$ cat src/rtl/alu_exec_unit.sv
// rtl/alu_exec_unit.sv - handshaked RV32 execute unit with iterative RV-M engine
//
// Base ALU ops produce a registered result one cycle after acceptance. RV-M ops
// run through a shift-add multiplier / restoring divider, one bit per cycle
// (CALC), then a sign/selection fix-up cycle (FIX), giving XLEN+2 cycle latency.
//
// Ports:
//   CLK, RST_N        clock (rising edge), asynchronous active-low reset
//   FLUSH             synchronous abort of in-flight op and held result
//   IN_VALID/IN_READY operand handshake
//   PC_IN, RS1_IN, RS2_IN, IMM_IN   operand sources
//   FUNCT3, FUNCT7, TYPES           decode inputs; TYPES one-hot {R,I,L,S,J,B,U}
//   OUT_VALID/OUT_READY result handshake, ALU_OUT result
//   BUSY              multiply/divide iteration in progress
module alu_exec_unit #(
    parameter int XLEN     = 32,
    parameter int ENABLE_M = 1
) (
    input  logic            CLK,
    input  logic            RST_N,
    input  logic            FLUSH,
    input  logic            IN_VALID,
    output logic            IN_READY,
    input  logic [XLEN-1:0] PC_IN,
    input  logic [XLEN-1:0] RS1_IN,
    input  logic [XLEN-1:0] RS2_IN,
    input  logic [XLEN-1:0] IMM_IN,
    input  logic [2:0]      FUNCT3,
    input  logic [6:0]      FUNCT7,
    input  logic [6:0]      TYPES,
    output logic            OUT_VALID,
    input  logic            OUT_READY,
    output logic [XLEN-1:0] ALU_OUT,
    output logic            BUSY
);

    localparam int SHW = $clog2(XLEN);
    localparam int CW  = $clog2(XLEN);

    typedef enum logic [1:0] {S_IDLE, S_CALC, S_FIX} state_t;

    state_t state, state_next;

    logic t_r, t_i, t_l, t_s, t_j, t_b, t_u;
    assign {t_r, t_i, t_l, t_s, t_j, t_b, t_u} = TYPES;

    logic [XLEN-1:0] bus_a, bus_b;
    logic [SHW-1:0]  shamt;
    logic [3:0]      op_sel;
    logic [XLEN-1:0] base_result;
    logic            m_op;
    logic            accept;

    logic            out_valid_q;
    logic [XLEN-1:0] alu_out_q;
    logic [CW-1:0]   cnt;

    // Multiply/divide working registers. acc holds {hi, lo}: for multiply
    // lo is the multiplier being shifted out and hi the running partial sum;
    // for divide lo is the dividend shifting into the partial remainder (hi)
    // while quotient bits shift in at the bottom.
    logic [2*XLEN-1:0] acc;
    logic [XLEN-1:0]   m_opb;
    logic [XLEN-1:0]   m_dividend;
    logic [2:0]        m_f3;
    logic              m_neg;
    logic              m_neg_rem;
    logic              m_div_zero;
    logic              m_ovf;

    // Operand muxing: JALR (J|I) uses RS1, JAL/branch/AUIPC use PC.
    assign bus_a = ((t_j & ~t_i) | t_b | t_u) ? PC_IN : RS1_IN;
    assign bus_b = t_r ? RS2_IN : IMM_IN;
    assign shamt = bus_b[SHW-1:0];

    // I-type only honours FUNCT7[5] for the shift-right pair (SRLI/SRAI).
    always_comb begin
        op_sel = {FUNCT3, FUNCT7[5]};
        if (t_l | t_s | t_j | t_b | t_u)
            op_sel = 4'b0000;
        else if (t_i && FUNCT3 != 3'b101)
            op_sel = {FUNCT3, 1'b0};
    end

    always_comb begin
        base_result = '0;
        case (op_sel)
            4'b0000: base_result = bus_a + bus_b;
            4'b0001: base_result = bus_a - bus_b;
            4'b0010: base_result = bus_a << shamt;
            4'b0100: base_result = {{(XLEN-1){1'b0}}, ($signed(bus_a) < $signed(bus_b))};
            4'b0110: base_result = {{(XLEN-1){1'b0}}, (bus_a < bus_b)};
            4'b1000: base_result = bus_a ^ bus_b;
            4'b1010: base_result = bus_a >> shamt;
            4'b1011: base_result = $unsigned($signed(bus_a) >>> shamt);
            4'b1100: base_result = bus_a | bus_b;
            4'b1110: base_result = bus_a & bus_b;
            default: base_result = '0;
        endcase
    end

    assign m_op     = t_r && (FUNCT7 == 7'b0000001) && (ENABLE_M != 0);
    assign IN_READY = RST_N && (state == S_IDLE) && (!out_valid_q || OUT_READY) && !FLUSH;
    assign accept   = IN_VALID && IN_READY;

    assign OUT_VALID = out_valid_q;
    assign ALU_OUT   = alu_out_q;
    assign BUSY      = (state == S_CALC);

    // Operand signedness and magnitudes for the M engine, decoded at accept.
    logic            is_div, a_signed, b_signed, sa, sb;
    logic [XLEN-1:0] mag_a, mag_b;

    always_comb begin
        is_div   = FUNCT3[2];
        a_signed = is_div ? ~FUNCT3[0] : (FUNCT3 == 3'b001 || FUNCT3 == 3'b010);
        b_signed = is_div ? ~FUNCT3[0] : (FUNCT3 == 3'b001);
        sa       = a_signed & bus_a[XLEN-1];
        sb       = b_signed & bus_b[XLEN-1];
        mag_a    = sa ? -bus_a : bus_a;
        mag_b    = sb ? -bus_b : bus_b;
    end

    // One iteration of shift-add multiply or restoring divide.
    logic [XLEN:0]     mul_sum, div_shift, div_diff;
    logic [2*XLEN-1:0] acc_step;

    always_comb begin
        mul_sum   = {1'b0, acc[2*XLEN-1:XLEN]} + (acc[0] ? {1'b0, m_opb} : '0);
        div_shift = {acc[2*XLEN-1:XLEN], acc[XLEN-1]};
        div_diff  = div_shift - {1'b0, m_opb};
        if (m_f3[2]) begin
            if (!div_diff[XLEN])
                acc_step = {div_diff[XLEN-1:0], acc[XLEN-2:0], 1'b1};
            else
                acc_step = {div_shift[XLEN-1:0], acc[XLEN-2:0], 1'b0};
        end else begin
            acc_step = {mul_sum, acc[XLEN-1:1]};
        end
    end

    // Sign correction and result selection for the FIX cycle.
    logic [2*XLEN-1:0] prod_fix;
    logic [XLEN-1:0]   quo_fix, rem_fix, fix_result;

    always_comb begin
        prod_fix = m_neg ? -acc : acc;
        quo_fix  = m_neg ? -acc[XLEN-1:0] : acc[XLEN-1:0];
        rem_fix  = m_neg_rem ? -acc[2*XLEN-1:XLEN] : acc[2*XLEN-1:XLEN];
        case (m_f3)
            3'b000:                  fix_result = prod_fix[XLEN-1:0];
            3'b001, 3'b010, 3'b011:  fix_result = prod_fix[2*XLEN-1:XLEN];
            3'b100, 3'b101:          fix_result = m_div_zero ? '1 :
                                                  m_ovf      ? m_dividend : quo_fix;
            default:                 fix_result = m_div_zero ? m_dividend :
                                                  m_ovf      ? '0 : rem_fix;
        endcase
    end

    always_comb begin
        state_next = state;
        case (state)
            S_IDLE:  if (accept && m_op) state_next = S_CALC;
            S_CALC:  if (cnt == '0) state_next = S_FIX;
            S_FIX:   state_next = S_IDLE;
            default: state_next = S_IDLE;
        endcase
        if (FLUSH)
            state_next = S_IDLE;
    end

    always_ff @(posedge CLK or negedge RST_N) begin
        if (!RST_N)
            state <= S_IDLE;
        else
            state <= state_next;
    end

    always_ff @(posedge CLK or negedge RST_N) begin
        if (!RST_N) begin
            out_valid_q <= 1'b0;
            alu_out_q   <= '0;
            cnt         <= '0;
            acc         <= '0;
            m_opb       <= '0;
            m_dividend  <= '0;
            m_f3        <= '0;
            m_neg       <= 1'b0;
            m_neg_rem   <= 1'b0;
            m_div_zero  <= 1'b0;
            m_ovf       <= 1'b0;
        end else if (FLUSH) begin
            out_valid_q <= 1'b0;
            cnt         <= '0;
        end else begin
            if (out_valid_q && OUT_READY)
                out_valid_q <= 1'b0;
            case (state)
                S_IDLE: begin
                    if (accept) begin
                        if (m_op) begin
                            cnt        <= CW'(XLEN-1);
                            m_f3       <= FUNCT3;
                            m_neg      <= sa ^ sb;
                            m_neg_rem  <= sa;
                            m_dividend <= bus_a;
                            m_div_zero <= is_div && (bus_b == '0);
                            m_ovf      <= is_div && !FUNCT3[0] && (bus_b == '1) &&
                                          (bus_a == {1'b1, {(XLEN-1){1'b0}}});
                            m_opb      <= is_div ? mag_b : mag_a;
                            acc        <= {{XLEN{1'b0}}, (is_div ? mag_a : mag_b)};
                        end else begin
                            alu_out_q   <= base_result;
                            out_valid_q <= 1'b1;
                        end
                    end
                end
                S_CALC: begin
                    acc <= acc_step;
                    if (cnt != '0)
                        cnt <= cnt - CW'(1);
                end
                S_FIX: begin
                    alu_out_q   <= fix_result;
                    out_valid_q <= 1'b1;
                end
                default: ;
            endcase
        end
    end

endmodule

$ cat config.mk
export PLATFORM = sky130hd
export DESIGN_NAME = alu_exec_unit
export DESIGN_NICKNAME = d
export VERILOG_FILES = /design/src/rtl/alu_exec_unit.sv
export SDC_FILE = /design/constraint.sdc
export NUM_CORES = 2
export LEC_CHECK = 0
export ABC_AREA = 0
export BUFFER_PORTS_ARGS = -buffer_cell sky130_fd_sc_hd__buf_4
export CORE_MARGIN = 2
export CORE_UTILIZATION = 48
export DETAILED_ROUTE_END_ITERATION = 8
export PLACE_DENSITY = 0.66
export SETUP_SLACK_MARGIN = 0.02
export SYNTH_ARGS = -nofsm -noshare
export SYNTH_HDL_FRONTEND = slang
export SYNTH_SLANG_ARGS = --single-unit
$ cat constraint.sdc
create_clock -name CLK -period 4.6 [get_ports CLK]
set_input_delay 0.23 -clock CLK [delete_from_list [all_inputs] [get_ports CLK]]
set_output_delay 0.23 -clock CLK [all_outputs]
set_load 0.02 [all_outputs]
==> tab_implementation.tex <==
\begin{tabular}{lr}
\hline
Metric & Value \\
\hline
\multicolumn{2}{l}{\textbf{Run status}} \\
Run status & complete, no violations \\
\multicolumn{2}{l}{\textbf{Critical path}} \\
Nature of the critical path endpoint & register \\
Worst EP required & 4910 ps \\
Reg2reg setup slack & 230 ps \\
Startpoint of the worst-slack reg-to-reg timing path & acc[31] \\
Worst EP arrival & 4680 ps \\
CP startpoint kind & register \\
Critical path fanouts, max & 31 \\
Reg-to-reg endpoint & acc[52] \\
Category of the critical setup timing path & reg2reg \\
Cell depth of the worst flop-to-flop path & 16 \\
\multicolumn{2}{l}{\textbf{Timing}} \\
Worst Tran Pin Value & 1060 ps \\
Minimum clock period after layout & 4370 ps \\
Max-slew violation total from the final report & 0 \\
Number of hold violations in the final report & 0 \\
Highest Clock Rate & 229 MHz \\
Final setup skew & 26.6 ps \\
Setup ws final & 227 ps \\
Final setup TNS & 0 ps \\
Portion of the clock cycle consumed by the worst path in the final layout & 95.1\% \\
Number of setup violations in the final report & 0 \\
Final-layout worst hold slack & 83.7 ps \\
Slew HR & 29.4\% \\
Setup repair after global routing missed its margin & false \\
\multicolumn{2}{l}{\textbf{Finish}} \\
Share of cells above drive strength 1 & 15.1\% \\
Final-stage net count & 4,058 \\
Non-filler instance count after layout & 4,461 \\
Inserted Diodes & 0 \\
Design area & 29,900 sq um \\
Final core utilization & 55.5\% \\
Signed area change from the synthesized netlist to the final layout & 14.3\% \\
\multicolumn{2}{l}{\textbf{Synthesis}} \\
Fraction of synthesis flops using an asynchronous set or reset pin & 100\% \\
Syn\_area\_per\_cell & 7.28 sq um \\
FF+latch count, synth & 175 \\
Number of cells produced by synthesis & 3,588 \\
Netlist area before placement & 26,100 sq um \\
Yosys warning total & 0 \\
Compound-gate portion of the synthesized area & 30.1\% \\
Largest family of logic cells by synthesized area & compound AO/OA/AOI/OAI gates \\
Xor/xnor cell area share of the yosys netlist & 7.54\% \\
Post-synthesis share of cell area spent on full adders, half adders and majority gates & 7.55\% \\
Post-Syn Nets & 3,894 \\
Mux cell area share after synthesis & 11.4\% \\
Number of enable-type register cells in the synthesized netlist & 0 \\
Post-synth cell types & 100 \\
Post-synthesis share of cell area spent on and, or, nand and nor gates & 20.4\% \\
Portion of the post-synthesis area used by sequential elements & 16.8\% \\
Primary flip-flop cell chosen by synthesis mapping & dfrtp\_1 \\
\multicolumn{2}{l}{\textbf{Detailed routing}} \\
Mean number of vias per cell & 6.76 \\
Average routed wire per standard cell & 27.9 um \\
Drt total wl & 125 mm \\
Number of detailed-routing iterations run before antenna repair & 8 \\
Remaining DRCs & 0 \\
Via count & 30,157 \\
Post-route antenna net violation count & 0 \\
Initial detailed-routing violation count & 3,832 \\
\multicolumn{2}{l}{\textbf{Worst hold path}} \\
Worst Hold Path Cells & 3 \\
Startpoint of the worst hold path & IN\_VALID \\
Kind of path behind the tightest hold check & in2reg \\
Terminating pin of the worst hold path & OUT\_VALID \\
\multicolumn{2}{l}{\textbf{CTS}} \\
CTS Buffer Depth & 2 \\
TritonCTS clock tree & yes \\
Clock insertion delay at the later pin of the skew report & 480 ps \\
Clock transition at path regs & 80 ps \\
Level count of the clock H-tree & 4 \\
Inserted Clock Buffers & 17 \\
Buffer type at the clock tree root & clkbuf\_16 \\
CTS Sinks & 175 \\
\multicolumn{2}{l}{\textbf{GRT}} \\
First-pass GRT wire length & 182 mm \\
Maximum number of pins on one net before global-route repair & 74 \\
Antenna violations before repair & 1 \\
GR Overflow Total & 0 \\
Vias in the first global route & 28,098 \\
Total global routing track utilization & 43.1\% \\
\multicolumn{2}{l}{\textbf{Die}} \\
Die extent in y & 237 um \\
Core Box Area & 53,800 sq um \\
Initial Util & 48.6\% \\
Width of the die & 237 um \\
Floorplan die area & 56,300 sq um \\
Top-level I/O count & 185 \\
Num rows & 85 \\
\multicolumn{2}{l}{\textbf{Pwr}} \\
Pwr dens & 218 nW/um\^{}2 \\
Tot Pwr & 6.52 mW \\
Leakage & 13.0 nW \\
Worst ir drop on vdd & 0.256 mV \\
\multicolumn{2}{l}{\textbf{Placed design}} \\
Count of buffers from port buffering & 184 \\
Worst-case setup slack after placement & 54.4 ps \\
Cell Count Post-Placement & 4,427 \\
DP HPWL & 99.3 mm \\
Placer congestion estimate & 1.09 \\
Area after detailed placement & 29,300 sq um \\
\multicolumn{2}{l}{\textbf{Flow run}} \\
Number of max-capacitance violations reported & 0 \\
\hline
\end{tabular}
metal layers:
layer | global-route usage [%] | share of wire [%] | vias up
met5 | 0 | 0.010 | -
met1 | 54.5 | 39 | 14255
met3 | 7.90 | 9.9 | 394
met4 | 29.2 | 7.9 | 2
met2 | 66.9 | 43 | 1909
li1 | - | - | 13597
how the worst max path moves through the flow:
stage	start	end	slack, ps	cells after the start
final	acc[31]	acc[52]	230	16
after CTS	acc[31]	acc[52]	150	16
after detailed placement	TYPES[0]	ALU_OUT[23]	50	19
after floorplan	TYPES[6]	ALU_OUT[28]	230	17
after global routing	acc[31]	acc[45]	20	16
after global placement	TYPES[0]	m_opb[27]	100	17
cells in the mapped netlist, drive strengths merged (33+ instances only):
cell / number / area share (%)
nor3: 92 / 1.8
mux4: 39 / 3.4
nand2: 427 / 6.2
dfrtp: 175 / 17
nand3: 83 / 1.6
xor2: 35 / 1.2
o22ai: 33 / 0.79
o21ai: 353 / 6.8
nor4: 44 / 1.2
a21oi: 288 / 5.5
inv: 158 / 2.3
mux2i: 193 / 7.5
a31oi: 54 / 1.3
o211ai: 33 / 0.95
buf: 65 / 1.1
xnor2: 190 / 6.4
a221oi: 72 / 2.4
a21o: 37 / 1.1
o31ai: 41 / 1.2
ha: 153 / 7.3
nand2b: 33 / 0.79
clkbuf: 203 / 2.9
nor2: 266 / 3.8
a211oi: 64 / 1.8
timing repair:
item / CTS / global route
setup buffers: 0 / 1
hold buffers: 1 / 0
endpoints found under the setup margin: 0 / 26
resized for setup: 0 / 2
hold endpoints to repair: 34 / 0
cell usage in the layout (no fill, tap or decap), types with 21 or more instances in the layout:
master	n
o22ai_1	33
a221oi_1	71
nor2_1	260
nor4_1	39
a22oi_1	29
a21oi_1	287
inv_1	148
o31ai_1	39
o21ai_1	44
mux2i_1	185
nand2b_1	33
ha_1	153
mux4_2	39
nand4_1	28
xor2_1	35
dfrtp_1	173
o21bai_1	21
xnor2_1	190
o21ai_0	308
a21o_1	37
o221ai_1	28
nand2_1	425
or3_1	25
buf_4	402
and2_1	29
nand3_1	83
a211oi_1	64
a31oi_1	53
o211ai_1	33
nor3_1	89
cells by family after synthesis:
family                   after synthesis
buffers and inverters                428
multiplexers                         244
flip-flops                           175
AO/OA/AOI/OAI                       1224
AND/OR/NAND/NOR                     1136
adder cells (fa/ha/maj)              156
XOR/XNOR                             225
worst max-delay path: stages, from the launching register on:
cell and delay (ps):
dfrtp_1 450, inv_2 180, ha_1 200, inv_1 60, fa_1 420, a211oi_1 240, o21bai_1 150, o41a_1 410
a211oi_1 280, buf_4 180, or4_1 200, nand3_1 150, a311o_1 420, a21oi_4 270, buf_12 260, mux2i_1 210
o221ai_1 120
registers in the layout, indices dropped and copies added, names as in the netlist:
register    cells
ALU_OUT        32
acc            64
cnt             5
state           2
m_div_zero      1
m_ovf           1
m_dividend     32
m_f3            3
m_opb          32
OUT_VALID       1
m_neg           1
m_neg_rem       1
area by class of cell:
| class | instances | area [sq um] |
|---|---|---|
| Timing Repair Buffer | 413 | 3220 |
| Clock inverter | 15 | 176 |
| Sequential cell | 175 | 4380 |
| Tap cell | 696 | 871 |
| Multi-Input combinational cell | 2985 | 20200 |
| Fill cell | 5307 | 23900 |
| Clock buffer | 17 | 425 |
| Inverter | 160 | 601 |
power by group:
part           total [mW]  switching [mW]  internal [mW]  leakage [nW]
clock network        1.59           0.766          0.822         0.288
logic                3.17            2.00           1.17          10.5
registers            1.76           0.125           1.64          2.22
total                6.52            2.89           3.63          13.0
No activity file was read; power rests on OpenSTA's default activity.
